===== config.mk =====
export PLATFORM = sky130hd
export DESIGN_NAME = instr_fetch_flat
export DESIGN_NICKNAME = d
export VERILOG_FILES = /design/src/rtl/instr_fetch_pkg.sv /design/src/rtl/instr_fetch_if.sv /design/src/rtl/fetch_timer.sv /design/src/rtl/instr_fetch.sv /design/src/flat_wrapper.sv
export SDC_FILE = /design/constraint.sdc
export NUM_CORES = 1
export LEC_CHECK = 0
export CAP_MARGIN = 20
export CORE_UTILIZATION = 44
export CTS_CLUSTER_DIAMETER = 100
export DETAILED_ROUTE_END_ITERATION = 7
export GPL_ROUTABILITY_DRIVEN = 0
export PLACE_DENSITY = 0.76
export SLEW_MARGIN = 15
export SYNTH_ARGS = -nofsm -noshare
export SYNTH_HDL_FRONTEND = slang
export SYNTH_SLANG_ARGS = --single-unit

===== constraint.sdc =====
create_clock -name clk -period 2 [get_ports clk]
set_clock_uncertainty 0.15 [all_clocks]
set_input_delay 0.3 -clock clk [delete_from_list [all_inputs] [get_ports clk]]
set_output_delay 0.3 -clock clk [all_outputs]
set_load 0.1 [all_outputs]

===== src/rtl/instr_fetch_pkg.sv =====
// Shared widths, reset address and FSM state encoding for the instruction fetch unit.
package instr_fetch_pkg;

  localparam int unsigned ADDR_W  = 11;
  localparam int unsigned INSTR_W = 28;

  localparam logic [ADDR_W-1:0] RESET_ADDR = 11'h400;

  typedef logic [1:0] ifetch_state_t;

  localparam ifetch_state_t S_IDLE = 2'd0;
  localparam ifetch_state_t S_REQ  = 2'd1;
  localparam ifetch_state_t S_PEND = 2'd2;

endpackage


===== src/rtl/instr_fetch_if.sv =====
// Fetch-unit bundle: PC/control inputs, instruction-memory port and decode handshake.
interface instr_fetch_if #(
  parameter int unsigned ADDR_W  = instr_fetch_pkg::ADDR_W,
  parameter int unsigned INSTR_W = instr_fetch_pkg::INSTR_W
);

  logic [ADDR_W-1:0]  pcresult;
  logic               fetch_start;
  logic               flush;
  logic               mem_req;
  logic [ADDR_W-1:0]  mem_addr;
  logic               mem_ack;
  logic [INSTR_W-1:0] mem_rdata;
  logic [INSTR_W-1:0] ir;
  logic               ir_valid;
  logic               ir_ready;
  logic               busy;
  logic               fetch_done;
  logic               fetch_err;

  modport master (
    input  pcresult, fetch_start, flush, mem_ack, mem_rdata, ir_ready,
    output mem_req, mem_addr, ir, ir_valid, busy, fetch_done, fetch_err
  );

  modport slave (
    output pcresult, fetch_start, flush, mem_ack, mem_rdata, ir_ready,
    input  mem_req, mem_addr, ir, ir_valid, busy, fetch_done, fetch_err
  );

endinterface


===== src/rtl/fetch_timer.sv =====
// Request timeout counter; only instantiated when IFETCH_TIMEOUT_EN is defined.
module fetch_timer #(
  parameter int unsigned TIMEOUT_CYC = 15
) (
  input  logic clk,
  input  logic reset,
  input  logic i_clear,
  input  logic i_run,
  output logic o_expired
);

  logic [7:0] r_cnt;

  always_ff @(posedge clk or negedge reset) begin
    if (!reset) begin
      r_cnt <= 8'd0;
    end else if (i_clear) begin
      r_cnt <= 8'd0;
    end else if (i_run) begin
      r_cnt <= r_cnt + 8'd1;
    end
  end

  // Fires during the TIMEOUT_CYC-th request cycle, so mem_req is high exactly that long.
  assign o_expired = i_run && (r_cnt == 8'(TIMEOUT_CYC - 1));

endmodule


===== src/rtl/instr_fetch.sv =====
// Instruction fetch FSM (IDLE/REQ/PEND) with a one-entry skid buffer.
// Optional request timeout enabled by defining IFETCH_TIMEOUT_EN.
module instr_fetch #(
  parameter int unsigned ADDR_W      = instr_fetch_pkg::ADDR_W,
  parameter int unsigned INSTR_W     = instr_fetch_pkg::INSTR_W,
  parameter int unsigned TIMEOUT_CYC = 15
) (
  input  logic          clk,
  input  logic          reset,
  instr_fetch_if.master bus
);
  import instr_fetch_pkg::*;

  ifetch_state_t      r_state, w_state_nxt;
  logic               r_mem_req, w_req_nxt;
  logic [ADDR_W-1:0]  r_mem_addr, w_addr_nxt;
  logic [INSTR_W-1:0] r_ir, w_ir_nxt;
  logic               r_ir_valid, w_valid_nxt;
  logic [INSTR_W-1:0] r_skid, w_skid_nxt;
  logic               r_fetch_done, w_done_nxt;
  logic               r_drop, w_drop_nxt;
  logic               w_ir_free, w_start, w_timeout;

  assign w_ir_free = !r_ir_valid || bus.ir_ready;
  assign w_start   = (r_state == S_IDLE) && bus.fetch_start && !bus.flush;

  always_comb begin
    w_state_nxt = r_state;
    w_req_nxt   = r_mem_req;
    w_addr_nxt  = r_mem_addr;
    w_ir_nxt    = r_ir;
    w_valid_nxt = r_ir_valid;
    w_skid_nxt  = r_skid;
    w_done_nxt  = 1'b0;
    w_drop_nxt  = r_drop;
    if (r_ir_valid && bus.ir_ready) w_valid_nxt = 1'b0;
    case (r_state)
      S_IDLE: begin
        if (w_start) begin
          w_state_nxt = S_REQ;
          w_req_nxt   = 1'b1;
          w_addr_nxt  = bus.pcresult;
          w_drop_nxt  = 1'b0;
        end else if (bus.flush) begin
          w_valid_nxt = 1'b0;
        end
      end
      S_REQ: begin
        // A flushed request stays on the bus until acked; r_drop discards its data.
        if (bus.flush) begin
          w_valid_nxt = 1'b0;
          w_drop_nxt  = 1'b1;
        end
        if (bus.mem_ack) begin
          w_req_nxt   = 1'b0;
          w_state_nxt = S_IDLE;
          w_drop_nxt  = 1'b0;
          if (!(r_drop || bus.flush)) begin
            if (w_ir_free) begin
              w_ir_nxt    = bus.mem_rdata;
              w_valid_nxt = 1'b1;
              w_done_nxt  = 1'b1;
            end else begin
              w_skid_nxt  = bus.mem_rdata;
              w_state_nxt = S_PEND;
            end
          end
        end else if (w_timeout) begin
          w_req_nxt   = 1'b0;
          w_state_nxt = S_IDLE;
          w_drop_nxt  = 1'b0;
        end
      end
      S_PEND: begin
        if (bus.flush) begin
          w_valid_nxt = 1'b0;
          w_skid_nxt  = '0;
          w_state_nxt = S_IDLE;
        end else if (w_ir_free) begin
          w_ir_nxt    = r_skid;
          w_valid_nxt = 1'b1;
          w_done_nxt  = 1'b1;
          w_state_nxt = S_IDLE;
        end
      end
      default: w_state_nxt = S_IDLE;
    endcase
  end

  always_ff @(posedge clk or negedge reset) begin
    if (!reset) begin
      r_state      <= S_IDLE;
      r_mem_req    <= 1'b0;
      r_mem_addr   <= RESET_ADDR;
      r_ir         <= '0;
      r_ir_valid   <= 1'b0;
      r_skid       <= '0;
      r_fetch_done <= 1'b0;
      r_drop       <= 1'b0;
    end else begin
      r_state      <= w_state_nxt;
      r_mem_req    <= w_req_nxt;
      r_mem_addr   <= w_addr_nxt;
      r_ir         <= w_ir_nxt;
      r_ir_valid   <= w_valid_nxt;
      r_skid       <= w_skid_nxt;
      r_fetch_done <= w_done_nxt;
      r_drop       <= w_drop_nxt;
    end
  end

`ifdef IFETCH_TIMEOUT_EN
  logic r_fetch_err;

  fetch_timer #(
    .TIMEOUT_CYC (TIMEOUT_CYC)
  ) u_timer (
    .clk       (clk),
    .reset     (reset),
    .i_clear   (w_start),
    .i_run     ((r_state == S_REQ) && !bus.mem_ack),
    .o_expired (w_timeout)
  );

  always_ff @(posedge clk or negedge reset) begin
    if (!reset) begin
      r_fetch_err <= 1'b0;
    end else if (w_start) begin
      r_fetch_err <= 1'b0;
    end else if (w_timeout) begin
      r_fetch_err <= 1'b1;
    end
  end

  assign bus.fetch_err = r_fetch_err;
`else
  assign w_timeout     = 1'b0;
  assign bus.fetch_err = 1'b0;
`endif

  assign bus.mem_req    = r_mem_req;
  assign bus.mem_addr   = r_mem_addr;
  assign bus.ir         = r_ir;
  assign bus.ir_valid   = r_ir_valid;
  assign bus.busy       = (r_state != S_IDLE);
  assign bus.fetch_done = r_fetch_done;

endmodule


===== src/flat_wrapper.sv =====
// flat-port wrapper written by rule: the top's interface ports become plain ports
module instr_fetch_flat import instr_fetch_pkg::*;
#(
  parameter int unsigned ADDR_W      = instr_fetch_pkg::ADDR_W,
  parameter int unsigned INSTR_W     = instr_fetch_pkg::INSTR_W,
  parameter int unsigned TIMEOUT_CYC = 15
)
  (clk, reset, bus_pcresult, bus_fetch_start, bus_flush, bus_mem_ack, bus_mem_rdata, bus_ir_ready, bus_mem_req, bus_mem_addr, bus_ir, bus_ir_valid, bus_busy, bus_fetch_done, bus_fetch_err);
  instr_fetch_if #(.ADDR_W(ADDR_W), .INSTR_W(INSTR_W)) bus_i ();
  input  logic clk;
  input  logic reset;
  input wire logic [$bits(bus_i.pcresult)-1:0] bus_pcresult;
  input wire logic [$bits(bus_i.fetch_start)-1:0] bus_fetch_start;
  input wire logic [$bits(bus_i.flush)-1:0] bus_flush;
  input wire logic [$bits(bus_i.mem_ack)-1:0] bus_mem_ack;
  input wire logic [$bits(bus_i.mem_rdata)-1:0] bus_mem_rdata;
  input wire logic [$bits(bus_i.ir_ready)-1:0] bus_ir_ready;
  output wire logic [$bits(bus_i.mem_req)-1:0] bus_mem_req;
  output wire logic [$bits(bus_i.mem_addr)-1:0] bus_mem_addr;
  output wire logic [$bits(bus_i.ir)-1:0] bus_ir;
  output wire logic [$bits(bus_i.ir_valid)-1:0] bus_ir_valid;
  output wire logic [$bits(bus_i.busy)-1:0] bus_busy;
  output wire logic [$bits(bus_i.fetch_done)-1:0] bus_fetch_done;
  output wire logic [$bits(bus_i.fetch_err)-1:0] bus_fetch_err;
  assign bus_i.pcresult = bus_pcresult;
  assign bus_i.fetch_start = bus_fetch_start;
  assign bus_i.flush = bus_flush;
  assign bus_i.mem_ack = bus_mem_ack;
  assign bus_i.mem_rdata = bus_mem_rdata;
  assign bus_i.ir_ready = bus_ir_ready;
  assign bus_mem_req = bus_i.mem_req;
  assign bus_mem_addr = bus_i.mem_addr;
  assign bus_ir = bus_i.ir;
  assign bus_ir_valid = bus_i.ir_valid;
  assign bus_busy = bus_i.busy;
  assign bus_fetch_done = bus_i.fetch_done;
  assign bus_fetch_err = bus_i.fetch_err;
  instr_fetch #(.ADDR_W(ADDR_W), .INSTR_W(INSTR_W), .TIMEOUT_CYC(TIMEOUT_CYC)) u_core (.clk(clk), .reset(reset), .bus(bus_i));
endmodule

Yosys cells after proc, flatten, opt, wreduce, memory -nomap -nowiden --
Cells that the tools add are included.
Word-level totals: word-level logic and storage cells 76, register bits 73, bits in read-only memories 0, output and inout bits 44, RAM bits 0, memories kept 0, latch bits 0
Operators by class: shifts and indexed selects 0, divide/modulo/power cells 0, multiply operators 0, $add $sub $neg 0, equal/unequal tests 12, bitwise gates (word level) 0, $lt $le $gt $ge 0, muxes and demuxes 39, reduce and logical (&&, ||, !) cells 17
Operators with widths (count):
- 2-to-1 mux 28 bit | 9
- case mux 28 bit (2 select lines) | 2
- 2-to-1 mux 1 bit | 17
- 2-to-1 mux 2 bit | 6
- != test 2 bit, second input constant | 5
- AND reduction 3 bit | 3
- != test 2 x 1 -> 1 bit, second input constant | 3
- case mux 1 bit (2 select lines) | 3
- case mux 2 bit (3 select lines) | 1
- AND reduction 6 bit | 1
- nonzero test 2 bit | 3
- AND reduction 5 bit | 1
- logical AND 1 bit | 3
- != test 3 x 2 -> 1 bit, second input constant | 1
- != test 3 bit, second input constant | 1
- case mux 1 bit (3 select lines) | 1
- equality test 2 x 1 -> 1 bit, second input constant | 1
- equality test 2 bit, second input constant | 1
- zero test 1 bit | 2
- zero test 2 bit | 1
- logical OR 1 bit | 2
- AND reduction 2 bit | 1

Longest topological paths before layout --
Gate-level depths: netlist (run 1).
depth in word-level cells 7, gate-level depth with buffers 7, gate-level depth less buffers 5

Least setup slack after synthesis (run 1) --
Ideal clock, no wire load.
path type flip-flop to flip-flop, start point reg u_core.r_ir_valid (netlist: u_core.bus.ir_valid), end point reg u_core.r_skid[10], buffers on the path 2, library setup time 0.131 ns, stages on the path, launching flop included 6, required time 1.719 ns, data arrival time 2.004 ns, slack -0.285 ns, clock period less this slack 2.285 ns, path through dfrtp_1 > nor2b_1 > nand4_1 > buf_2 > buf_2 > mux2i_1
Between the ends: cells in the longest elaborated chain, start to end 4
RTL lines:
- start: declaration | line instr_fetch.sv:18 | logic r_ir_valid, w_valid_nxt;
- start signal: assignment | line instr_fetch.sv:105 | r_ir_valid <= w_valid_nxt;
- zero test 1 bit | line instr_fetch.sv:24 | assign w_ir_free = !r_ir_valid || bus.ir_ready;
- logical OR 1 bit | line instr_fetch.sv:24
- != test 2 bit (no line)
- AND reduction 5 bit (no line)
- end signal: assignment | line instr_fetch.sv:106 | r_skid <= w_skid_nxt;
- end: declaration | line instr_fetch.sv:19 | logic [INSTR_W-1:0] r_skid, w_skid_nxt;
No other way between the ends. A chain may end at the register's enable or synchronous reset.

Worst setup path after layout (run 1) --
start point reg u_core.r_state[0], end point reg u_core.r_ir[21] (netlist: u_core.bus.ir[21])
Between the ends: cells in the longest elaborated chain, start to end 3, elaborated cells between the ends (all ways) 10
RTL lines:
- start: declaration | line instr_fetch.sv:14 | ifetch_state_t r_state, w_state_nxt;
- start signal: assignment | line instr_fetch.sv:101 | r_state <= w_state_nxt;
- equality test 2 bit / equality test 2 x 1 -> 1 bit (equally long branches) | line instr_fetch.sv:37 | case (r_state)
- != test 2 x 1 -> 1 bit (no line), or another cell as far along
- AND reduction 6 bit (no line)
- end signal: assignment | line instr_fetch.sv:104 | r_ir <= w_ir_nxt;
- end: declaration | line instr_fetch.sv:17 | logic [INSTR_W-1:0] r_ir, w_ir_nxt;
Parallel ways exist; a longest one is shown, timed or not.

==> run_results.csv, run 1 <==
group,metric,value,unit
worst_setup_path,cp_slowest_cell,"dfrtp_1",
clock_tree,clockBufferDepth,2,
cells_and_area,multiInputGateArea,1460,um^2
route,post_drt_wl_per_cell,15.1,um
timing,final-setup-viol-count,0,
placement,port_buffers,87,
route,drt_wl_total,7.80,mm
worst_setup_path,timing.rr.start,"u_core.r_state[0]$_DFFE_PN0P_",
yosys,synthCells,308,
placement,dp_hpwl,5.04,mm
timing,achievable-frequency,0.504,GHz
timing,tightest_slew,0.559,ns
timing,maxSlewViolCount,0,
worst_setup_path,crit_path_end_kind,"register",
worst_setup_path,critPathArrivalTime,2.07,ns
worst_setup_path,r2r_slack,0.02,ns
yosys,yosysWarningCount,0,
yosys,synth-async-reset-ratio,100,%
route,drc,0,
route,ant_nets,0,
global_route,grt_max_degree,61,
route,avgViaCountPerCell,5.02,
global_route,grt_pass1_vias,2518,
yosys,ys_seq_area_share,54.1,%
worst_setup_path,worstPathCellList,"buf_6 -> ha_4 -> nand2b_4 -> a211oi_4 -> buf_12 -> clkbuf_16 -> mux2_4",
die,pin_count,89,
die,die_area,8040,um^2
yosys,synth_top_area_share,53.3,%
clock_tree,clkLatencyLatePin,0.35,ns
route,wl_met1,3.47,mm
clock_tree,cts_root_buffer,"clkbuf_8",
run_status,outcome,"finished, final reports clean",
route,wl_met3,593,um
cells_and_area,layout-drive-gt1-share,31.4,%
die,die_w,89.7,um
clock_tree,clock_sinks,73,
route,dr.max_layer_used,"met4",
cells_and_area,diodes,0,
timing,finalHoldViolations,0,
timing,rsz0062_at_grt,"yes",
yosys,synth_top_area_cell,"dfrtp_1",
die,initial_utilization,46.1,%
global_route,grt-ovfl-total,0,
worst_setup_path,critPathMaxFanout,7,
global_route,grt_antenna_before_repair,0,
worst_setup_path,startpoint,"u_core.r_state[0]$_DFFE_PN0P_",
worst_setup_path,worstPathRequired,2.08,ns
die,rows,31,
cells_and_area,fillers,550,
timing,tns,0,ns
yosys,synth_edf_count,0,
route,drt-initial-drc-count,94,
run,drv_cap,0,
timing,min_period,1.98,ns
worst_hold_path,hold_class,"in2async",
cells_and_area,layout.nets,463,
clock_tree,clkTransAtPathRegs,0.07,ns
yosys,ys_ff_latch,73,
worst_setup_path,start_kind,"register",
cells_and_area,regArea,1830,um^2
die,die_h,89.7,um
timing,slew-limit-headroom,62.7,%
worst_setup_path,r2r-end,"u_core.bus.ir[21]$_DFFE_PN0P_",
timing,whs,0.334,ns
yosys,synth_cell_types,32,
route,route.met2.wl,3.60,mm
global_route,grt_pass1_wl,11.8,mm
worst_setup_path,rr_worst_depth,7,
route,vias,2591,
global_route,grt_usage,20.1,%
timing,period_share,99.2,%
cells_and_area,area_growth,44.3,%
clock_tree,cts_tree,"done",
route,dr.pass1.iters,4,
die,core-area,7330,um^2
clock_tree,cts_buffers,9,
yosys,syn_avg_cell_area,11.0,um^2
yosys,synth-main-ff-cell,"dfrtp_1",
worst_setup_path,cpPeakStageDelay,0.40,ns
yosys,synth_area,3380,um^2
yosys,synth_nets,358,
worst_setup_path,path_class,"reg2reg",
yosys,synth.area.top_cells,"dfrtp_1 (53%), mux2_2 (13%), mux2i_1 (8.3%)",
clock_tree,htree_num_levels,3,
[repair_timing]
action                                  4_1_cts  5_1_grt
pin swaps                                     0        2
hold buffers                                  1        0
gates cloned                                  0        3
gates resized for setup                       1       21
buffers inserted                              1        4
hold endpoints to repair                     40        0
endpoints found under the setup margin        1       29
[state kept, by name (all words and copies together), names as in the netlist]
register,flops
u_core.bus.mem_req,1
u_core.r_state,2
u_core.bus.ir,28
u_core.r_skid,28
u_core.bus.ir_valid,1
u_core.r_drop,1
u_core.bus.mem_addr,11
u_core.bus.fetch_done,1
[metrics by stage]
step / utilization [%] / worst slack [ns] / instance area (um^2) / cells
2_1_floorplan: - / -0.0609 / 3420 / 308
5_1_grt: 66.5 / -0.0368 / 4880 / 516
6_report: 66.5 / 0.0162 / 4880 / 516
4_1_cts: 64.0 / 0.00862 / 4690 / 509
3_3_place_gp: 60.5 / -0.0673 / 4430 / 492
3_5_place_dp: 60.5 / -0.104 / 4430 / 492
[how the worst max path moves through the flow]
stage	depth (start not counted)	to	slack, ns
after detailed placement	5	u_core.bus.ir[13]$_DFFE_PN0P_	-0.10
after global routing	7	u_core.bus.ir[6]$_DFFE_PN0P_	-0.04
after CTS	6	u_core.bus.ir[13]$_DFFE_PN0P_	0.009
after global placement	5	u_core.bus.ir[7]$_DFFE_PN0P_	-0.07
after floorplan	6	u_core.bus.ir[0]$_DFFE_PN0P_	-0.06
final	7	u_core.bus.ir[21]$_DFFE_PN0P_	0.02
[worst max-delay path: cells and delay by family (launching register included)]
kind                     cells  cell delay, ns
AO/OA/AOI/OAI                1            0.26
flip-flops                   1            0.40
buffers and inverters        3            0.45
adder cells (fa/ha/maj)      1            0.16
AND/OR/NAND/NOR              1            0.14
multiplexers                 1            0.30
[metal layers]
layer  vias up  global-route usage [%]
met2        92                    31.3
met3        11                    6.40
met4         0                    8.66
li1       1227                       -
met5         -                       0
met1      1261                    25.9
[cell usage after synthesis (all sizes together), types with 3 or more instances]
library cell,instances
nand2,59
ha,5
inv,31
o21ai,32
dfrtp,72
mux2i,28
clkbuf,5
mux2,39
buf,11
nor2b,3
[placed cells by master (no fill, tap or decap), drive strengths merged, types with 2 or more instances in the layout]
cell	synthesis	routed
nand2	59	59
clkbuf	5	11
inv	31	30
bufinv	0	3
nor2b	3	3
dfrtp	72	72
o22ai	2	2
buf	11	64
clkdlybuf4s50	0	43
nand2b	2	2
clkinv	0	2
clkinvlp	0	2
nand3b	2	2
ha	5	5
mux2i	28	28
o21ai	32	32
a21oi	2	2
mux2	39	39
[cell families after synthesis]
logic type,share of synthesized area (%)
other,0.111
multiplexers,21.3
buffers and inverters,6.00
flip-flops,54.1
adder cells (fa/ha/maj),1.85
AND/OR/NAND/NOR,9.14
AO/OA/AOI/OAI,7.55
[area by class of cell]
class                           instances  share of cell area, %
Clock buffer                            9                   2.54
Clock inverter                          6                   2.21
Inverter                               31                   2.46
Multi-Input combinational cell        188                   30.0
Sequential cell                        73                   37.6
Tap cell                               99                   2.54
Timing Repair Buffer                  110                   22.7
Power of run 1 is not shown: default switching activity piles up to over one toggle a cycle in this logic, so the estimate is an artifact.
==> inputs of run 2 (changes only) <==
--- a/config.mk
+++ b/config.mk
@@ -6,11 +6,14 @@
 export NUM_CORES = 1
 export LEC_CHECK = 0
 export CAP_MARGIN = 20
-export CORE_UTILIZATION = 44
+export CELL_PAD_IN_SITES_DETAIL_PLACEMENT = 1
+export CELL_PAD_IN_SITES_GLOBAL_PLACEMENT = 2
+export CORE_UTILIZATION = 31
+export CTS_BUF_LIST = sky130_fd_sc_hd__clkbuf_8
 export CTS_CLUSTER_DIAMETER = 100
 export DETAILED_ROUTE_END_ITERATION = 7
 export GPL_ROUTABILITY_DRIVEN = 0
-export PLACE_DENSITY = 0.76
+export PLACE_DENSITY_LB_ADDON = 0.1
 export SLEW_MARGIN = 15
 export SYNTH_ARGS = -nofsm -noshare
 export SYNTH_HDL_FRONTEND = slang
==> constraint.sdc (replaced) <==
create_clock -name clk -period 2.1 [get_ports clk]
set_clock_uncertainty 0.15 [all_clocks]
set_input_delay 0.315 -clock clk [delete_from_list [all_inputs] [get_ports clk]]
set_output_delay 0.315 -clock clk [all_outputs]
set_load 0.1 [all_outputs]
==> run_results.csv, run 2 (synthesis gave the netlist of run 1 again) <==
group,metric,value,unit
die,pin_count,89,
clock_tree,clkLatencyLatePin,0.34,ns
global_route,grt_pass1_vias,2783,
timing,finalHoldViolations,0,
clock_tree,clkTransAtPathRegs,0.08,ns
route,drc,0,
die,rows,37,
global_route,grt_pass1_wl,13.7,mm
route,drt_wl_total,8.57,mm
route,dr.pass1.iters,4,
worst_setup_path,cp_slowest_cell,"dfrtp_1",
run_status,outcome,"finished, final reports clean",
global_route,grt_usage,15.5,%
worst_setup_path,start_kind,"register",
worst_setup_path,worstPathRequired,2.18,ns
worst_setup_path,critPathArrivalTime,2.10,ns
route,post_drt_wl_per_cell,15.6,um
placement,dp_slack,-0.0438,ns
worst_hold_path,hold_class,"in2async",
cells_and_area,layout-drive-gt1-share,30.7,%
cells_and_area,layout.nets,460,
global_route,grt_antenna_before_repair,0,
clock_tree,cts_tree,"done",
global_route,grt_max_degree,61,
cells_and_area,diodes,0,
die,die_h,106,um
cells_and_area,area_growth,40.3,%
worst_setup_path,cpPeakStageDelay,0.38,ns
route,avgViaCountPerCell,4.72,
clock_tree,clockBufferDepth,2,
route,ant_nets,0,
die,core-area,10500,um^2
timing,achievable-frequency,0.494,GHz
clock_tree,clock_sinks,73,
die,die_area,11300,um^2
timing,period_share,96.3,%
clock_tree,htree_num_levels,3,
timing,min_period,2.02,ns
cells_and_area,final_common_cell,"dfrtp_1",
route,drt-initial-drc-count,56,
timing,setup_ws,0.0774,ns
timing,rsz0062_at_grt,"no",
placement,dp_hpwl,5.62,mm
cells_and_area,final_cell_mix,"dfrtp_1 (70), nand2_1 (59), buf_4 (52)",
route,vias,2594,
clock_tree,cts_buffers,9,
timing,whs,0.281,ns
timing,final-setup-viol-count,0,
die,die_w,106,um
worst_setup_path,crit_path_end_kind,"register",
die,initial_utilization,32.3,%
worst_setup_path,critPathMaxFanout,10,
worst_setup_path,path_class,"reg2reg",
clock_tree,cts_root_buffer,"clkbuf_8",
timing,maxSlewViolCount,0,
global_route,grt-ovfl-total,0,
worst_setup_path,worstPathCellList,"inv_1 -> ha_4 -> nand2b_1 -> a211oi_4 -> buf_4 -> clkbuf_16 -> mux2_2",
run,drv_cap,0,
placement,port_buffers,87,
==> run 2: changes by cell type in the layout (fill, tap and decap cells not counted), sizes merged <==
| cell | delta |
|---|---|
| buf | -3 |
| bufinv | -1 |
| clkinvlp | -1 |
| inv | +2 |
==> run 2: repair_timing <==
action,4_1_cts,5_1_grt
buffers inserted,0,4
gates resized for setup,2,7
hold buffers,1,0
setup endpoints to repair,2,38
pin swaps,0,2
gates cloned,0,2
hold endpoints to repair,25,0
==> run 2: routing by layer <==
| metal | routed length (um) | global-route usage (%) |
|---|---|---|
| met1 | 3750 | 18.9 |
| met2 | 4170 | 25.4 |
| met3 | 515 | 4.84 |
| met4 | 142 | 6.46 |
| met5 | 0 | 0 |
==> run 2: final timing paths <==
kind	startpoint	endpoint	slack, ns	cells after the start
hold reg to reg	u_core.bus.mem_addr[6]$_DFFE_PN0P_	u_core.bus.mem_addr[6]$_DFFE_PN0P_	0.36	1
max in group asynchronous	reset	u_core.r_skid[4]$_DFFE_PN0P_	0.93	3
hold / removal	reset	u_core.bus.ir[19]$_DFFE_PN0P_	0.28	2
min in group clk	u_core.bus.mem_addr[6]$_DFFE_PN0P_	u_core.bus.mem_addr[6]$_DFFE_PN0P_	0.36	1
setup / recovery	u_core.r_state[1]$_DFFE_PN0P_	u_core.bus.ir[6]$_DFFE_PN0P_	0.08	7
setup reg to reg	u_core.r_state[1]$_DFFE_PN0P_	u_core.bus.ir[6]$_DFFE_PN0P_	0.08	7
==> run 2: stage by stage <==
stage	cell area, um^2	utilization, %	TNS [ns]	cells
floorplan	3400	-	0	308
global placement	4410	42.2	-0.00182	528
detailed placement	4410	42.2	-0.898	528
CTS	4640	44.3	0	544
global route	4740	45.3	0	550
finish	4740	45.3	0	550
==> run 2: final cells by class <==
type,instances,area [um^2]
Inverter,31,116
Timing Repair Buffer,107,1040
Fill cell,1167,5720
Sequential cell,73,1830
Tap cell,136,170
Clock inverter,6,85.1
Clock buffer,9,124
Multi-Input combinational cell,188,1380
==> run 2: worst max-delay path: cells and delay by family, from the launching register on <==
family	cells	cell delay (ns)
DFF	1	0.38
muxes	1	0.33
AOI/OAI and AO/OA	1	0.26
adders and majority gates	1	0.19
and+or+nand+nor	1	0.18
buffers and inverters	3	0.42
Power of run 2 is left out for the same reason.
